**config.mk**
```make
export PLATFORM = sky130hd
export DESIGN_NAME = between_to_in_flat
export DESIGN_NICKNAME = d
export VERILOG_FILES = /design/src/rtl/between_pkg.sv /design/src/rtl/between_to_in_if.sv /design/src/rtl/between_rx_fifo.sv /design/src/rtl/between_to_in.sv /design/src/flat_wrapper.sv
export SDC_FILE = /design/constraint.sdc
export NUM_CORES = 1
export LEC_CHECK = 0
export BUFFER_PORTS_ARGS = -buffer_cell sky130_fd_sc_hd__buf_2
export CAP_MARGIN = 20
export CORE_UTILIZATION = 30
export CTS_CLUSTER_DIAMETER = 100
export DETAILED_ROUTE_END_ITERATION = 16
export MAX_ROUTING_LAYER = met4
export PLACE_DENSITY_LB_ADDON = 0.3
export SETUP_SLACK_MARGIN = 0.4
export SLEW_MARGIN = 20
export SYNTH_ARGS = -nofsm -noshare
export SYNTH_HDL_FRONTEND = slang
export SYNTH_SLANG_ARGS = --single-unit
```
**constraint.sdc**
```tcl
create_clock -name clk -period 2.7 [get_ports clk]
set_clock_uncertainty 0.05 [all_clocks]
set_input_delay 0.27 -clock clk [delete_from_list [all_inputs] [get_ports clk]]
set_output_delay 0.27 -clock clk [all_outputs]
set_load 0.005 [all_outputs]
```
**src/rtl/between_pkg.sv**
```systemverilog
// Shared definitions for the "between" parallel link: data width and link FSM encoding.
// The out_to_between sender reuses DATA_W from here.
package between_pkg;

   localparam int DATA_W = 8;

   typedef enum logic {
      IDLE = 1'b0,
      ACK  = 1'b1
   } link_state_t;

endpackage

```
**src/rtl/between_to_in_if.sv**
```systemverilog
// Receive-side bundle: parallel link (t0..t7, tsent/trecieve) plus the consumer valid/ready port.
// master = sender/consumer environment, slave = the receiver block.
interface between_to_in_if #(
   parameter int ADDR_W = 2
);
   import between_pkg::*;

   logic t0, t1, t2, t3, t4, t5, t6, t7;
   logic tsent;
   logic trecieve;
   logic [DATA_W-1:0] out_data;
   logic out_valid;
   logic out_ready;
   logic [ADDR_W:0] level;
   logic overrun;

   modport master (
      output t0, t1, t2, t3, t4, t5, t6, t7, tsent, out_ready,
      input  trecieve, out_data, out_valid, level, overrun
   );

   modport slave (
      input  t0, t1, t2, t3, t4, t5, t6, t7, tsent, out_ready,
      output trecieve, out_data, out_valid, level, overrun
   );

endinterface

```
**src/rtl/between_rx_fifo.sv**
```systemverilog
// First-word fall-through FIFO (DEPTH x DATA_W) with an occupancy output.
// Pointers carry one extra bit so level = wr_ptr - rd_ptr distinguishes full from empty.
module between_rx_fifo
   import between_pkg::*;
#(
   parameter int DEPTH  = 4,
   parameter int ADDR_W = 2
) (
   input  logic              clk,
   input  logic              rst_n,
   input  logic              push,
   input  logic [DATA_W-1:0] wr_data,
   input  logic              pop,
   output logic [DATA_W-1:0] rd_data,
   output logic              empty,
   output logic              full,
   output logic [ADDR_W:0]   level
);

   logic [DATA_W-1:0] mem [DEPTH];
   logic [ADDR_W:0]   wr_ptr;
   logic [ADDR_W:0]   rd_ptr;
   logic              do_push;
   logic              do_pop;

   assign level   = wr_ptr - rd_ptr;
   assign empty   = (level == '0);
   assign full    = (level == (ADDR_W+1)'(DEPTH));
   assign do_push = push && !full;
   assign do_pop  = pop && !empty;

   // Head byte is masked while empty so out_data reads 0 after reset.
   assign rd_data = empty ? '0 : mem[rd_ptr[ADDR_W-1:0]];

   always_ff @(posedge clk or negedge rst_n) begin
      if (!rst_n) begin
         wr_ptr <= '0;
         rd_ptr <= '0;
      end else begin
         if (do_push) wr_ptr <= wr_ptr + 1'b1;
         if (do_pop)  rd_ptr <= rd_ptr + 1'b1;
      end
   end

   // NOTE: storage has no reset; the pointers alone define which entries are meaningful.
   always_ff @(posedge clk) begin
      if (do_push) mem[wr_ptr[ADDR_W-1:0]] <= wr_data;
   end

endmodule

```
**src/rtl/between_to_in.sv**
```systemverilog
// Receive side of the "between" link: captures t0..t7 on tsent, acknowledges on trecieve,
// and buffers bytes for a valid/ready consumer. Back-pressure = withholding trecieve when full.
module between_to_in
   import between_pkg::*;
#(
   parameter int DEPTH  = 4,
   parameter int ADDR_W = 2
) (
   input logic             clk,
   input logic             rst_n,
   between_to_in_if.slave  bus
);

   link_state_t       state;
   logic              after_ack;
   logic              full;
   logic              empty;
   logic              push;
   logic              pop;
   logic [DATA_W-1:0] link_byte;

   // t0 is the MSB of the byte on the wire.
   assign link_byte = {bus.t0, bus.t1, bus.t2, bus.t3, bus.t4, bus.t5, bus.t6, bus.t7};

   // Full is taken from the registered level, so a same-cycle pop cannot make room for a push.
   assign push = (state == IDLE) && bus.tsent && !full;
   assign pop  = bus.out_ready && !empty;

   assign bus.out_valid = !empty;

   // NOTE: all state below uses non-blocking assignments so every flop samples pre-edge values.
   always_ff @(posedge clk or negedge rst_n) begin
      if (!rst_n) begin
         state        <= IDLE;
         bus.trecieve <= 1'b0;
         after_ack    <= 1'b0;
         bus.overrun  <= 1'b0;
      end else begin
         case (state)
            IDLE: begin
               after_ack <= 1'b0;
               // tsent still high in the first IDLE cycle after ACK: sender skipped the gap.
               if (after_ack && bus.tsent) bus.overrun <= 1'b1;
               if (push) begin
                  bus.trecieve <= 1'b1;
                  state        <= ACK;
               end
            end
            ACK: begin
               if (!bus.tsent) begin
                  bus.trecieve <= 1'b0;
                  after_ack    <= 1'b1;
                  state        <= IDLE;
               end
            end
            default: begin
               bus.trecieve <= 1'b0;
               after_ack    <= 1'b0;
               state        <= IDLE;
            end
         endcase
      end
   end

   between_rx_fifo #(
      .DEPTH  (DEPTH),
      .ADDR_W (ADDR_W)
   ) u_fifo (
      .clk     (clk),
      .rst_n   (rst_n),
      .push    (push),
      .wr_data (link_byte),
      .pop     (pop),
      .rd_data (bus.out_data),
      .empty   (empty),
      .full    (full),
      .level   (bus.level)
   );

endmodule

```
**src/flat_wrapper.sv**
```systemverilog
// flat-port wrapper written by rule: the top's interface ports become plain ports
module between_to_in_flat import between_pkg::*;
#(
   parameter int DEPTH  = 4,
   parameter int ADDR_W = 2
)
  (clk, rst_n, bus_t0, bus_t1, bus_t2, bus_t3, bus_t4, bus_t5, bus_t6, bus_t7, bus_tsent, bus_out_ready, bus_trecieve, bus_out_data, bus_out_valid, bus_level, bus_overrun);
  between_to_in_if #(.ADDR_W(ADDR_W)) bus_i ();
  input logic clk;
  input logic rst_n;
  input wire logic [$bits(bus_i.t0)-1:0] bus_t0;
  input wire logic [$bits(bus_i.t1)-1:0] bus_t1;
  input wire logic [$bits(bus_i.t2)-1:0] bus_t2;
  input wire logic [$bits(bus_i.t3)-1:0] bus_t3;
  input wire logic [$bits(bus_i.t4)-1:0] bus_t4;
  input wire logic [$bits(bus_i.t5)-1:0] bus_t5;
  input wire logic [$bits(bus_i.t6)-1:0] bus_t6;
  input wire logic [$bits(bus_i.t7)-1:0] bus_t7;
  input wire logic [$bits(bus_i.tsent)-1:0] bus_tsent;
  input wire logic [$bits(bus_i.out_ready)-1:0] bus_out_ready;
  output wire logic [$bits(bus_i.trecieve)-1:0] bus_trecieve;
  output wire logic [$bits(bus_i.out_data)-1:0] bus_out_data;
  output wire logic [$bits(bus_i.out_valid)-1:0] bus_out_valid;
  output wire logic [$bits(bus_i.level)-1:0] bus_level;
  output wire logic [$bits(bus_i.overrun)-1:0] bus_overrun;
  assign bus_i.t0 = bus_t0;
  assign bus_i.t1 = bus_t1;
  assign bus_i.t2 = bus_t2;
  assign bus_i.t3 = bus_t3;
  assign bus_i.t4 = bus_t4;
  assign bus_i.t5 = bus_t5;
  assign bus_i.t6 = bus_t6;
  assign bus_i.t7 = bus_t7;
  assign bus_i.tsent = bus_tsent;
  assign bus_i.out_ready = bus_out_ready;
  assign bus_trecieve = bus_i.trecieve;
  assign bus_out_data = bus_i.out_data;
  assign bus_out_valid = bus_i.out_valid;
  assign bus_level = bus_i.level;
  assign bus_overrun = bus_i.overrun;
  between_to_in #(.DEPTH(DEPTH), .ADDR_W(ADDR_W)) u_core (.clk(clk), .rst_n(rst_n), .bus(bus_i));
endmodule
```
=== Word level (Yosys, flattened, before mapping) ===
Memory sizes are Yosys's and may differ from the RTL's.
Cells that the tools add are included.

* Flip-flop bits (word level): 10
* Bits in writable memories: 32
* Input bits: 12
* Output and inout bits: 14
* Logic and storage cells: 36
* Memories kept: 1

* Add/subtract/negate cells: 3
* Equal/unequal tests: 3
* Multiplexer cells: 11
* Bitwise gates (word level): 1
* Reductions and logical operators: 11

{| class="wikitable"
|+ Memories
! name !! depth !! bits a word !! read ports !! clocked after Yosys merged registers in !! wr ports !! RTL line !! RTL
|-
| u_core.u_fifo.mem || 4 || 8 || 1 || 0 || 1 || between_rx_fifo.sv:20 || <nowiki>logic [DATA_W-1:0] mem [DEPTH];</nowiki>
|}

{| class="wikitable"
|+ Operators by type and width
! kind !! number
|-
| 8-bit 2-to-1 mux || 1
|-
| 1-bit 2-to-1 mux || 7
|-
| 3-bit by 1-bit adder with 3-bit output (second input constant) || 2
|-
| 1-bit logical AND || 6
|-
| 1-bit one-hot mux with 2 select lines || 3
|-
| 2-bit != test (second input constant) || 2
|-
| 2-bit AND reduction || 2
|-
| 3-bit == test (second input constant) || 1
|-
| 3-bit zero test || 1
|-
| 3-bit subtractor || 1
|-
| 1-bit zero test || 2
|-
| 1-bit NOT || 1
|}

=== Longest topological paths before layout ===
Gate-level depths: netlist of the first run.

* Word-level depth: 7
* Mapped depth: 6
* Gate-level depth less buffers: 6

=== Modules after synthesis ===
From an unflattened synthesis of the first run, not the netlist that was laid out.

* Cells, all modules: 107
* Area, all modules: 1824.2 um^2

{| class="wikitable"
|+ Modules (own cells, without submodules)
! module !! instances !! cells each !! area each (um^2) !! sequential area each (um^2)
|-
| between_rx_fifo || 1 || 93 || 1650.3 || 1111.1
|-
| between_to_in || 1 || 14 || 173.9 || 100.1
|}

=== Worst setup path after synthesis of the first run ===
OpenSTA, ideal clock, no wires.

* Path kind: flip-flop to flip-flop
* Start point: reg u_core.u_fifo.wr_ptr[0]
* End point: mem u_core.u_fifo.mem[0][0] (enable)
* Setup time: 0.332 ns
* Arrival: 2.271 ns
* Data required time: 2.318 ns
* Slack: 0.048 ns
* Cell stages (with the launch flop): 7
* Clock period less this slack: 2.652 ns
* Cells stage by stage: dfrtp_1 inv_1 ha_1 fa_1 xor3_2 a311oi_4 and2_1

* Word-level cells in the longest chain between the ends: 7

{| class="wikitable"
|+ RTL lines
! item !! RTL line !! RTL
|-
| from (decl) || between_rx_fifo.sv:21 || <nowiki>logic [ADDR_W:0] wr_ptr;</nowiki>
|-
| from (signal assigned) || between_rx_fifo.sv:40 || <nowiki>if (do_push) wr_ptr <= wr_ptr + 1'b1;</nowiki>
|-
| 3-bit subtractor (*) || between_rx_fifo.sv:26 || <nowiki>assign level = wr_ptr - rd_ptr;</nowiki>
|-
| via bus_level[2] || flat_wrapper.sv:24 || <nowiki>output wire logic [$bits(bus_i.level)-1:0] bus_level;</nowiki>
|-
| 3-bit == test (*) || between_rx_fifo.sv:28 || <nowiki>assign full = (level == (ADDR_W+1)'(DEPTH));</nowiki>
|-
| 1-bit zero test (*) || between_rx_fifo.sv:29, between_to_in.sv:26 ||
|-
| 1-bit logical AND || between_to_in.sv:26 || <nowiki>assign push = (state == IDLE) && bus.tsent && !full;</nowiki>
|-
| 1-bit logical AND (*) || between_rx_fifo.sv:29 || <nowiki>assign do_push = push && !full;</nowiki>
|-
| 1-bit 2-to-1 mux (*) || between_rx_fifo.sv:47 || <nowiki>if (do_push) mem[wr_ptr[ADDR_W-1:0]] <= wr_data;</nowiki>
|-
| 1-bit 2-to-1 mux (not written as such) (*) || between_rx_fifo.sv:47 ||
|-
| to (decl) || between_rx_fifo.sv:20 ||
|}

The timed path passes the listed nets; every way through them passes the cells marked *.

=== Worst setup path after layout of the first run ===
* Start point: reg u_core.u_fifo.rd_ptr[0]
* End point: mem u_core.u_fifo.mem[0][5] (enable)

* Word-level cells in the longest chain between the ends: 7

{| class="wikitable"
|+ RTL lines
! item !! RTL line !! RTL
|-
| from (decl) || between_rx_fifo.sv:22 || <nowiki>logic [ADDR_W:0] rd_ptr;</nowiki>
|-
| from (signal assigned) || between_rx_fifo.sv:41 || <nowiki>if (do_pop) rd_ptr <= rd_ptr + 1'b1;</nowiki>
|-
| 3-bit subtractor (*) || between_rx_fifo.sv:26 ||
|-
| 3-bit == test (*) || between_rx_fifo.sv:28 ||
|-
| 1-bit zero test (*) || between_rx_fifo.sv:29, between_to_in.sv:26 ||
|-
| 1-bit logical AND || between_to_in.sv:26 ||
|-
| 1-bit logical AND (*) || between_rx_fifo.sv:29 ||
|-
| 1-bit 2-to-1 mux (*) || between_rx_fifo.sv:47 ||
|-
| 1-bit 2-to-1 mux (not written as such) (*) || between_rx_fifo.sv:47 ||
|}

Every way passes the cells marked *; elsewhere a longest branch is shown, timed or not.

==> results of run 1 <==
==> what timing repair did <==
item	CTS	global route
resized for setup	11	4
hold endpoints to repair	10	0
hold buffers	1	0
setup endpoints to repair	35	46
gates cloned	1	0
setup buffers	8	5
pin swaps	6	9
==> area by class of cell <==
class                           instances  area share
Inverter                                7      0.0112
Clock buffer                            6      0.0310
Timing Repair Buffer                   44       0.125
Clock inverter                          2      0.0161
Tap cell                               72      0.0385
Multi-Input combinational cell         51       0.261
Sequential cell                        42       0.518
==> logic make-up (layout without fill, tap and decap cells) <==
group                    Yosys count  count (layout)  synth area share
XOR/XNOR                           5               5            0.0332
AO/OA/AOI/OAI                      8               8            0.0394
adder cells (fa/ha/maj)            7               7            0.0525
buffers and inverters              9              59            0.0193
flip-flops                        42              42             0.669
AND/OR/NAND/NOR                   18              18            0.0552
multiplexers                      13              13             0.132
==> power by group through the flow <==
stage / combinational, mW / clock (mW) / sequential, mW
after floorplan: 0.877 / 0 / 0.924
after global placement: 1.29 / 0 / 0.938
after detailed placement: 1.32 / 0 / 0.941
after CTS: 1.64 / 0.493 / 0.926
after global routing: 1.88 / 0.522 / 0.943
final: 1.73 / 0.483 / 0.927
==> through the flow <==
| stage | cell area [um2] | setup slack, ns | power, mW |
|---|---|---|---|
| finish | 2340 | 0.382 | 3.14 |
| global route | 2340 | 0.288 | 3.34 |
| CTS | 2280 | 0.180 | 3.06 |
| detailed placement | 2060 | 0.247 | 2.26 |
| global placement | 2060 | 0.329 | 2.23 |
| floorplan | 1830 | 0.427 | 1.80 |
==> registers in the layout, summed over array words and instances, names as in the netlist <==
name                  count
u_core.bus.overrun        1
u_core.after_ack          1
u_core.bus.trecieve       1
u_core.u_fifo.rd_ptr      3
u_core.u_fifo.mem        32
u_core.u_fifo.wr_ptr      3
u_core.state              1
==> critical path, cell delays in order, from the launching register on <==
cell,delay [ns]
dfrtp_1,0.42
ha_4,0.17
fa_2,0.35
xor3_2,0.28
buf_6,0.15
a311oi_4,0.30
and2_4,0.29
==> layer usage <==
metal | global-route usage | share of wire | vias up
met5 | - | 0 | -
met4 | 0.0382 | 0.0043 | 0
met3 | 0.0491 | 0.060 | 2
met2 | 0.197 | 0.51 | 31
met1 | 0.128 | 0.42 | 491
li1 | - | - | 476
==> synthesized netlist by cell type <==
library cell,number
a21o_1,1
a311oi_4,1
a31oi_1,1
a41oi_1,1
and2_1,3
buf_1,1
clkbuf_2,1
dfrtp_1,10
edfxtp_1,32
fa_1,1
ha_1,6
inv_1,7
mux2_2,3
mux2_4,1
mux2i_1,1
mux4_2,8
nand2_1,4
nand2b_1,1
nor2_1,1
nor2b_1,9
o21a_1,1
o21ai_0,3
xnor2_1,3
xor2_1,1
xor3_2,1
==> final timing paths <==
path | startpoint | to | slack (ns) | depth (start not counted)
setup / recovery | u_core.u_fifo.rd_ptr[0] | u_core.u_fifo.mem[0][5] | 0.38 | 6
hold / removal | bus_t6 | u_core.u_fifo.mem[3][1] | 0.14 | 1
setup reg to reg | u_core.u_fifo.rd_ptr[0] | u_core.u_fifo.mem[0][5] | 0.38 | 6
hold reg to reg | u_core.bus.overrun | u_core.bus.overrun | 0.42 | 1
max in group asynchronous | rst_n | u_core.u_fifo.wr_ptr[0] | 2.09 | 2
min in group asynchronous | rst_n | u_core.u_fifo.rd_ptr[0] | 0.31 | 2
==> impl_metrics.csv, run 1 <==
group,metric,value,unit
run_status,status,"complete, no violations",
global_routing,grt_pass1_vias,1047,
final_layout,multiInputGateArea,609,um2
power,ir_worst_vdd,0.694,mV
worst_setup_path,path_max_fanout,8,
clock_network,cts_tree,"done",
yosys,syn_inst,102,
final_layout,drive_gt1_frac,0.487,
floorplanning,core,5680,um2
timing,slew_violations,0,
global_routing,grt-ovfl-total,0,
yosys,ys_warn_count,0,
place,port_buffers,25,
clock_network,clock_path_buffers,2,
place,hpwlAfterDp,2120,um
timing,fin_crit_sh,0.859,
floorplanning,fp.dieW,79.7,um
clock_network,worst_skew_pair.late_latency,0.29,ns
yosys,synth.net_count,121,
clock_network,cts-root-buf,"clkbuf_8",
clock_network,cts.sinks,42,
global_routing,antenna_found_initial,0,
route,drt_iter0_drc,45,
floorplanning,io_pins,26,
route,final_antenna_net_count,0,
yosys,netlist_area,1810,um2
timing,tightestPinTransition,0.339,ns
global_routing,track_usage,0.118,
power,seqPwrFrac,0.295,
final_layout,register_area,1210,um2
power,switchingPower,1.07,mW
route,drc,0,
power,combPwrFrac,0.551,
global_routing,grt_first_pass_wirelength,5140,um
timing,finalHoldViolCount,0,
run,drv_cap,0,
global_routing,grt_max_degree,14,
final_layout,layout.cells.non_filler,224,
clock_network,numCtsBuffers,5,
floorplanning,rows,27,
yosys,syn_area_per_cell,17.8,um2
worst_setup_path,arrival,2.26,ns
yosys,yosysTopAreaCell,"edfxtp_1",
power,p_leak,0.915,nW
place,dp.cells,201,
worst_setup_path,startpoint_type,"flop",
final_layout,antenna_cells,0,
route,avgViaCountPerCell,4.46,
power,netSwitchingFraction,0.340,
final_layout,fin_util,0.412,
power,powerDensity,1340,nW/um2
final_layout,layout_common_cells,"edfxtp_1, buf_2, buf_4",
timing,min_period,2.32,ns
clock_network,cts.htree.levels,2,
worst_setup_path,critical_path_class,"reg -> reg",
final_layout,mostFrequentLayoutCell,"edfxtp_1",
timing,setup_viol,0,
timing,fmax,431,MHz
final_layout,nFillCells,535,
worst_setup_path,end_kind,"flop",
timing,rsz0062_at_grt,"true",
place,gp_congestion,0.684,
timing,timing.hold.ws,0.142,ns
timing,slew_headroom,0.771,
route,drt-total-wl,3260,um
yosys,ys_ff_latch,42,
worst_setup_path,cp_data_required_time,2.64,ns
final_layout,nets,170,
timing,tns,0,ns
clock_network,clk_pin_slew_worst_paths,0.08,ns
yosys,yosysTopAreaCellShare,0.530,
floorplanning,dieArea,6350,um2
final_layout,area.growth.synth_to_final,29.1,%
route,wl_per_cell,14.6,um
yosys,ys_seq_area_frac,0.669,
yosys,synth.area.top_cells,"edfxtp_1, dfrtp_1, mux4_2",
power,clkPwrFrac,0.154,
route,drt_pass1_iterations,4,
power,internal_power,2.07,mW
floorplanning,start_util,0.319,
worst_hold_path,min_path_type,"in -> reg",
floorplanning,die_y,79.7,um
route,num_vias,1000,
yosys,synth_cell_type_count,25,
Power figures use the tool's default switching activity.
==> run 2: changes to the inputs <==
--- a/config.mk
+++ b/config.mk
@@ -10,7 +10,6 @@
 export CORE_UTILIZATION = 30
 export CTS_CLUSTER_DIAMETER = 100
 export DETAILED_ROUTE_END_ITERATION = 16
-export MAX_ROUTING_LAYER = met4
 export PLACE_DENSITY_LB_ADDON = 0.3
 export SETUP_SLACK_MARGIN = 0.4
 export SLEW_MARGIN = 20
==> impl_metrics.csv, run 2 (synthesis gave the netlist of run 1 again) <==
group,metric,value,unit
run_status,status,"complete, no violations",
final_layout,largest_register_ffs,32,
power,p_leak,0.915,nW
floorplanning,die_y,79.7,um
route,drt_pass1_iterations,4,
global_routing,antenna_found_initial,0,
final_layout,nets,170,
route,drc,0,
worst_setup_path,end_kind,"output pin",
place,hpwlAfterDp,2120,um
run,drv_cap,0,
place,gp_congestion,0.677,
floorplanning,rows,27,
clock_network,worst_skew_pair.late_latency,0.29,ns
timing,rsz0062_at_grt,"true",
final_layout,nFillCells,535,
final_layout,drive_gt1_frac,0.487,
worst_setup_path,path_max_fanout,5,
global_routing,grt-ovfl-total,0,
timing,slew_violations,0,
power,powerDensity,1350,nW/um2
timing,tightestPinTransition,0.339,ns
worst_setup_path,arrival,2.00,ns
timing,worst_slack,0.384,ns
place,placed_area,2060,um2
clock_network,cts.htree.levels,2,
power,ir_worst_vdd,0.694,mV
final_layout,register_area,1210,um2
route,drt_iter0_drc,54,
clock_network,cts.sinks,42,
clock_network,cts-root-buf,"clkbuf_8",
floorplanning,start_util,0.319,
clock_network,numCtsBuffers,5,
timing,fmax,432,MHz
timing,fin_crit_sh,0.858,
timing,setup_viol,0,
worst_setup_path,startpoint_type,"flop",
clock_network,clock_path_buffers,2,
floorplanning,fp.dieW,79.7,um
global_routing,grt_pass1_vias,1044,
place,port_buffers,25,
worst_hold_path,min_path_type,"in -> reg",
worst_setup_path,critical_path_class,"reg -> out",
route,avgViaCountPerCell,4.48,
route,drt-total-wl,3270,um
place,pre_cts_ws,0.247,ns
route,num_vias,1004,
route,final_antenna_net_count,0,
floorplanning,core,5680,um2
final_layout,antenna_cells,0,
timing,finalHoldViolCount,0,
global_routing,track_usage,0.114,
final_layout,fin_area,2340,um2
clock_network,clk_pin_slew_worst_paths,0.08,ns
timing,slew_headroom,0.771,
timing,tns,0,ns
global_routing,grt_max_degree,14,
route,wl_per_cell,14.6,um
final_layout,layout_common_cells,"edfxtp_1, buf_2, buf_4",
floorplanning,dieArea,6350,um2
final_layout,area.growth.synth_to_final,29.1,%
timing,min_period,2.32,ns
final_layout,multiInputGateArea,609,um2
global_routing,grt_first_pass_wirelength,5140,um
clock_network,cts_tree,"done",
floorplanning,io_pins,26,
worst_setup_path,cp_data_required_time,2.38,ns
final_layout,mostFrequentLayoutCell,"edfxtp_1",
## run 2: cell counts in the layout (fill, tap and decap cells not counted)
No cell type changed its count.
## run 2: final timing paths
path | startpoint | endpoint | slack (ns) | cells past startpoint
setup / recovery | u_core.u_fifo.rd_ptr[0] | bus_out_data[5] | 0.38 | 7
hold / removal | bus_t6 | u_core.u_fifo.mem[3][1] | 0.14 | 1
setup reg to reg | u_core.u_fifo.rd_ptr[0] | u_core.u_fifo.mem[0][5] | 0.39 | 6
hold reg to reg | u_core.bus.overrun | u_core.bus.overrun | 0.42 | 1
max in group asynchronous | rst_n | u_core.u_fifo.wr_ptr[0] | 2.09 | 2
min in group asynchronous | rst_n | u_core.u_fifo.rd_ptr[0] | 0.31 | 2
## run 2: metal layers
layer  global-route usage  part of all wire
met1                0.128              0.43
met2                0.197              0.51
met3               0.0354             0.048
met4               0.0545             0.017
met5                    0                 0
## run 2: power by group
group | total (mW) | internal (mW) | switching, mW
combinational | 1.74 | 0.950 | 0.788
clock | 0.484 | 0.276 | 0.208
sequential | 0.927 | 0.850 | 0.0774
## run 2: timing repair
item | in CTS | in global routing
setup endpoints to repair | 35 | 46
resized for setup | 11 | 4
hold buffers | 1 | 0
pin swaps | 6 | 9
buffers inserted | 8 | 5
hold endpoints to repair | 10 | 0
cloned | 1 | 0
## run 2: critical path, stage by stage (launching register included)
cell	delay [ns]
dfrtp_1	0.41
ha_4	0.17
fa_2	0.56
nand2_4	0.08
nor2_4	0.17
buf_6	0.15
nor2b_1	0.05
buf_2	0.12
## run 2: per-stage QoR
step	util	power, mW	hold slack [ns]	cells
finish	0.412	3.15	0.139	224
global route	0.412	3.34	0.129	224
CTS	0.402	3.06	0.133	219
detailed placement	0.364	2.26	0.0939	201
global placement	0.364	2.23	0.0929	201
floorplan	-	1.80	-0.0756	102
## run 2: cell type report
type	instances	area share
repair buffers	44	0.125
clock buffers	6	0.0310
well taps	72	0.0385
multi-input cells	51	0.261
flip-flops and latches	42	0.518
clock inverters	2	0.0161
inverters	7	0.0112
